[src/rtl/core_pkg.sv]
// core_pkg: shared core word width, fetch entry type and canonical NOP encoding
package core_pkg;
    localparam int XLEN = 32;
    localparam logic [XLEN-1:0] INSTR_NOP = 32'h0000_0013;
    typedef struct packed {
        logic [XLEN-1:0] pc;
        logic [XLEN-1:0] instr;
    } fetch_entry_t;
endpackage

[src/rtl/fetch_fifo.sv]
// fetch_fifo: sync FIFO of fetch_entry_t (push/pop/flush/din in; count/head out), pointers wrap modulo DEPTH
module fetch_fifo
    import core_pkg::*;
#(
    parameter int DEPTH = 3,
    localparam int CW = $clog2(DEPTH + 1),
    localparam int PW = $clog2(DEPTH)
) (
    input  logic          clk,
    input  logic          rst_n,
    input  logic          push,
    input  logic          pop,
    input  logic          flush,
    input  fetch_entry_t  din,
    output logic [CW-1:0] count,
    output fetch_entry_t  head
);
    fetch_entry_t mem [DEPTH];
    logic [PW-1:0] rd_ptr, wr_ptr;
    function automatic logic [PW-1:0] inc(input logic [PW-1:0] p);
        return p == PW'(DEPTH - 1) ? '0 : p + PW'(1);
    endfunction
    always_ff @(posedge clk) begin
        if (!rst_n) begin
            rd_ptr <= '0;
            wr_ptr <= '0;
            count  <= '0;
            for (int i = 0; i < DEPTH; i++) mem[i] <= '0;
        end else if (flush) begin
            rd_ptr <= '0;
            wr_ptr <= '0;
            count  <= '0;
        end else begin
            if (push) begin
                mem[wr_ptr] <= din;
                wr_ptr      <= inc(wr_ptr);
            end
            if (pop) rd_ptr <= inc(rd_ptr);
            count <= count + CW'(push) - CW'(pop);
        end
    end
    assign head = mem[rd_ptr];
endmodule

[src/rtl/fetch_stage.sv]
// fetch_stage: PC, imem issue (imem_en/imem_pc/imem_instr), redirect flush, {pc,instr} valid/ready output
module fetch_stage
    import core_pkg::*;
#(
    parameter logic [XLEN-1:0] RESET_PC   = 32'h0000_0000,
    parameter int              FIFO_DEPTH = 3
) (
    input  logic            clk,
    input  logic            rst_n,
    output logic            imem_en,
    output logic [XLEN-1:0] imem_pc,
    input  logic [XLEN-1:0] imem_instr,
    input  logic            redirect_valid,
    input  logic [XLEN-1:0] redirect_pc,
    output logic            out_valid,
    input  logic            out_ready,
    output logic [XLEN-1:0] out_pc,
    output logic [XLEN-1:0] out_instr
);
    localparam int CW = $clog2(FIFO_DEPTH + 1);
    logic [XLEN-1:0] fetch_pc, inflight_pc;
    logic            inflight, pop, unused;
    logic [CW-1:0]   count;
    fetch_entry_t    head, cap;
    assign imem_en   = rst_n & ~redirect_valid & ({1'b0, count} + (CW + 1)'(inflight) < (CW + 1)'(FIFO_DEPTH));
    assign imem_pc   = fetch_pc;
    assign out_valid = |count;
    assign pop       = out_valid & out_ready;
    assign cap       = {inflight_pc, imem_instr};
    assign out_pc    = head.pc;
    assign out_instr = head.instr;
    assign unused    = ^redirect_pc[1:0];
    always_ff @(posedge clk) begin
        if (!rst_n) begin
            fetch_pc    <= RESET_PC;
            inflight    <= 1'b0;
            inflight_pc <= '0;
        end else if (redirect_valid) begin
            fetch_pc <= {redirect_pc[XLEN-1:2], 2'b00};
            inflight <= 1'b0;
        end else begin
            inflight <= imem_en;
            if (imem_en) begin
                fetch_pc    <= fetch_pc + XLEN'(4);
                inflight_pc <= fetch_pc;
            end
        end
    end
    fetch_fifo #(.DEPTH(FIFO_DEPTH)) u_fifo (
        .clk   (clk),
        .rst_n (rst_n),
        .push  (inflight & ~redirect_valid),
        .pop   (pop),
        .flush (redirect_valid),
        .din   (cap),
        .count (count),
        .head  (head)
    );
endmodule

[config.mk]
export PLATFORM = sky130hd
export DESIGN_NAME = fetch_stage
export DESIGN_NICKNAME = d
export VERILOG_FILES = /design/src/rtl/core_pkg.sv /design/src/rtl/fetch_fifo.sv /design/src/rtl/fetch_stage.sv
export SDC_FILE = /design/constraint.sdc
export NUM_CORES = 1
export LEC_CHECK = 0
export ABC_AREA = 1
export ABC_CLOCK_PERIOD_IN_PS = 7250
export CORE_ASPECT_RATIO = 1.1
export CORE_UTILIZATION = 44
export CTS_CLUSTER_DIAMETER = 120
export DETAILED_ROUTE_END_ITERATION = 6
export PLACE_DENSITY_LB_ADDON = 0.08
export SETUP_SLACK_MARGIN = 0.4
export SYNTH_ARGS = -nofsm -noshare
export SYNTH_HDL_FRONTEND = slang
export SYNTH_HIERARCHICAL = 1
export SYNTH_SLANG_ARGS = --single-unit
export TNS_END_PERCENT = 10
[constraint.sdc]
create_clock -name clk -period 7.25 [get_ports clk]
set_clock_uncertainty 0.05 [all_clocks]
set_input_delay 1.0875 -clock clk [delete_from_list [all_inputs] [get_ports clk]]
set_output_delay 1.0875 -clock clk [all_outputs]
set_load 0.05 [all_outputs]
==> results.yml <==
global_route:
  track_usage_pct: 20.3
  grt_pass1_wl_mm: 59.1
  vias_in_the_first_global_route: 10818
  gr-total-overflow: 0
  grt_antenna_before_repair: 0
  grt_start_max_net_pins: 257
clock_network:
  clk_pin_slew_worst_paths_ns: 0.07
  tritoncts: "done"
  root_buffer: "sky130_fd_sc_hd__clkbuf_16"
  clock_sinks: 325
  postCtsSetupBuffers: 0
  ctsResizeCount: 0
  numCtsBuffers: 36
  clk-insertion-delay-late_ns: 0.51
  max_clock_buf_depth: 3
  count_of_hold_fix_buffers_inserted_at_cts: 0
  htree_num_levels: 2
timing:
  final_worst_hold_slack_ns: 0.399
  max_freq_mhz: 200
  max_slew_margin_pct: 27.1
  final_max_slew_viol_count: 0
  report.final.hold_viol_count: 0
  rsz0062_at_grt: "false"
  timing.final.crit_period_ns: 5.01
  setup_total_negative_slack_ns: 0
  timing.final.setup_violations: 0
  final_min_period_over_clock_period_pct: 69.1
  post-route-worst-setup-slack_ns: 2.24
  worst_slew_pin_slew_ns: 1.09
worst_setup_path:
  regToRegSetupSlack_ns: 4.25
  cp_max_fo: 50
  critPathLaunchType: "input pin"
  critical_path.endpoint_type: "output port"
  crit_chain: "clkdlybuf4s50_1 -> buf_4 -> nand2_2 -> nor2_4 -> buf_4 -> clkdlybuf4s50_1"
  worst_case_reg_to_reg_path_depth: 5
  critical_path.reg2reg.endpoint: "u_fifo/mem[2][0]"
  setup.worst_path.class: "in -> out"
  crit-reg2reg-launch: "inflight"
  critPathSlowestCell: "sky130_fd_sc_hd__clkdlybuf4s50_1"
  cp_num_buf_inv: 4
  critPathRequiredTime_ns: 6.11
  timing.critical_path.max_delay_family: "buffers and inverters"
  cp_data_arrival_time_ns: 3.87
  critical_path.max_stage_delay_ns: 0.91
die:
  floorplan.core_area_sq_um: 36100
  die_height_microns: 203
  std_cell_rows: 73
  floorplan.io_pins: 166
  start_util_pct: 44.7
  design.die.area_sq_um: 37400
  chipWidth_microns: 185
finish:
  most-common-layout-cells: "278 x sky130_fd_sc_hd__nand2_1, 265 x sky130_fd_sc_hd__inv_1, 256 x sky130_fd_sc_hd__edfxtp_1"
  multiInputGateArea_sq_um: 5460
  layout-drive-gt1-share_pct: 14.9
  areaGrowthSynthToFinish_pct: 18.4
  regArea_sq_um: 9080
  num-nets-final: 1825
  final_common_cell: "sky130_fd_sc_hd__nand2_1"
  final_util_pct: 52.9
  layout.filler_cells: 3270
  num_antenna_cells: 0
placement:
  pre_cts_ws_ns: 2.24
  post-dp-hpwl_mm: 21.4
  port_buffers: 161
  routabilityCongestion: 0.893
route:
  vias_per_cell: 4.99
  first_pass_iters: 5
  drcViolationCount: 0
  antenna_violating_nets_post_route: 0
  routed_wire_length_per_instance_microns: 16.5
  dr.first_iter.drc_count: 753
  vias: 11299
  detail_route.wirelength_mm: 37.3
hold_path:
  hold_class: "reg -> reg"
  min_to: "u_fifo/mem[3][41]"
  min_path_cells: 0
  hold_start: "inflight_pc[9]"
synthesis:
  synth-seq-area-share_pct: 56.3
  post-synth-top-area-cell: "sky130_fd_sc_hd__edfxtp_1"
  yosysWarningCount: 6
  synth_edf_count: 256
  ys_seq_elements: 325
  netlist_area_sq_um: 16100
  synth_top_cell_area_share_pct: 47.7
  postSynthCellCount: 1640
  synth.avg_cell_area_sq_um: 9.83
  yosys-top-cells-area: "sky130_fd_sc_hd__edfxtp_1 48%, sky130_fd_sc_hd__nor3_2 10%, sky130_fd_sc_hd__dfxtp_1 8.6%"
  synthArstFlopShare_pct: 0
  netlist-cell-type-count: 36
  ys.flop_type: "sky130_fd_sc_hd__edfxtp_1"
power:
  p_leak_uw: 0.00693
  max-vdd-ir-drop_mv: 0.191
  power.density_cell_area_nw_per_um2: 227
job:
  number_of_maximum_capacitance_constraint_violations: 0
run_status:
  result_of_the_run: "finished clean"
[logic make-up (layout without fill, tap and decap cells)]
| group | after synthesis | count (layout) | share of synthesized area (%) |
|---|---|---|---|
| AO/OA/AOI/OAI | 274 | 274 | 9.60 |
| XOR/XNOR | 4 | 4 | 0.217 |
| adder cells (fa/ha/maj) | 5 | 5 | 0.388 |
| buffers and inverters | 376 | 508 | 10.4 |
| flip-flops | 325 | 325 | 56.3 |
| other | 1 | 6 | 0.0233 |
| AND/OR/NAND/NOR | 655 | 655 | 23.1 |
[cell usage after synthesis (3+ instances only)]
master,instances
sky130_fd_sc_hd__buf_4,14
sky130_fd_sc_hd__dfxtp_1,69
sky130_fd_sc_hd__inv_2,3
sky130_fd_sc_hd__o21ai_0,101
sky130_fd_sc_hd__buf_1,3
sky130_fd_sc_hd__edfxtp_1,256
sky130_fd_sc_hd__nand2_1,281
sky130_fd_sc_hd__nor2_2,5
sky130_fd_sc_hd__nor3_1,46
sky130_fd_sc_hd__nand3_1,49
sky130_fd_sc_hd__nand2_4,3
sky130_fd_sc_hd__inv_1,265
sky130_fd_sc_hd__buf_2,48
sky130_fd_sc_hd__a21oi_1,98
sky130_fd_sc_hd__nor3_2,163
sky130_fd_sc_hd__clkbuf_1,22
sky130_fd_sc_hd__a31oi_1,3
sky130_fd_sc_hd__o211ai_1,65
sky130_fd_sc_hd__o21ai_1,3
sky130_fd_sc_hd__buf_6,20
sky130_fd_sc_hd__nand2_2,7
sky130_fd_sc_hd__nor2_4,7
sky130_fd_sc_hd__ha_1,5
sky130_fd_sc_hd__xor2_1,3
sky130_fd_sc_hd__nor2_1,86
[layer usage]
layer  vias to the layer above  share of wire (%)  GRT usage, %
met5                         -                  0             0
met4                         0                2.8          6.64
met3                        60                5.2          3.16
met2                       271                 47          33.5
met1                      5266                 45          27.2
li1                       5702                  -             -
[stage by stage]
stage | total power [uW] | cell area [sq um] | instances
floorplan | 2390 | 16100 | 1645
global placement | 2540 | 17900 | 2201
detailed placement | 2540 | 17900 | 2201
CTS | 4380 | 19100 | 2264
global route | 4490 | 19100 | 2264
finish | 4330 | 19100 | 2264
[flip-flops by register name (all words and copies together) (netlist names), named ones only]
name,flops
u_fifo/mem,256
imem_pc,30
inflight_pc,30
u_fifo/count,2
u_fifo/rd_ptr,2
u_fifo/wr_ptr,2
inflight,1
[where the power goes]
| part | switching (uW) | internal (uW) |
|---|---|---|
| combinational | 278 | 123 |
| sequential | 33.0 | 2060 |
| clock | 726 | 1110 |
| total | 1040 | 3290 |
[cell type report]
class	count	share of cell area, %
Sequential cell	325	47.5
Multi-Input combinational cell	944	28.6
Clock buffer	47	5.37
Clock inverter	16	0.845
Inverter	269	5.29
Timing Repair Buffer	176	9.16
Tap cell	487	3.19
[worst max-delay path by stage]
stage | from | to | slack (ns) | cells after the start
after global routing | rst_n | imem_en | 2.11 | 6
final | rst_n | imem_en | 2.24 | 6
after floorplan | redirect_valid | u_fifo/mem[2][0] | 2.03 | 6
after detailed placement | rst_n | imem_en | 2.24 | 6
after CTS | rst_n | imem_en | 2.24 | 6
after global placement | rst_n | imem_en | 2.23 | 6
Note: power is estimated with default switching activity, not from simulation.
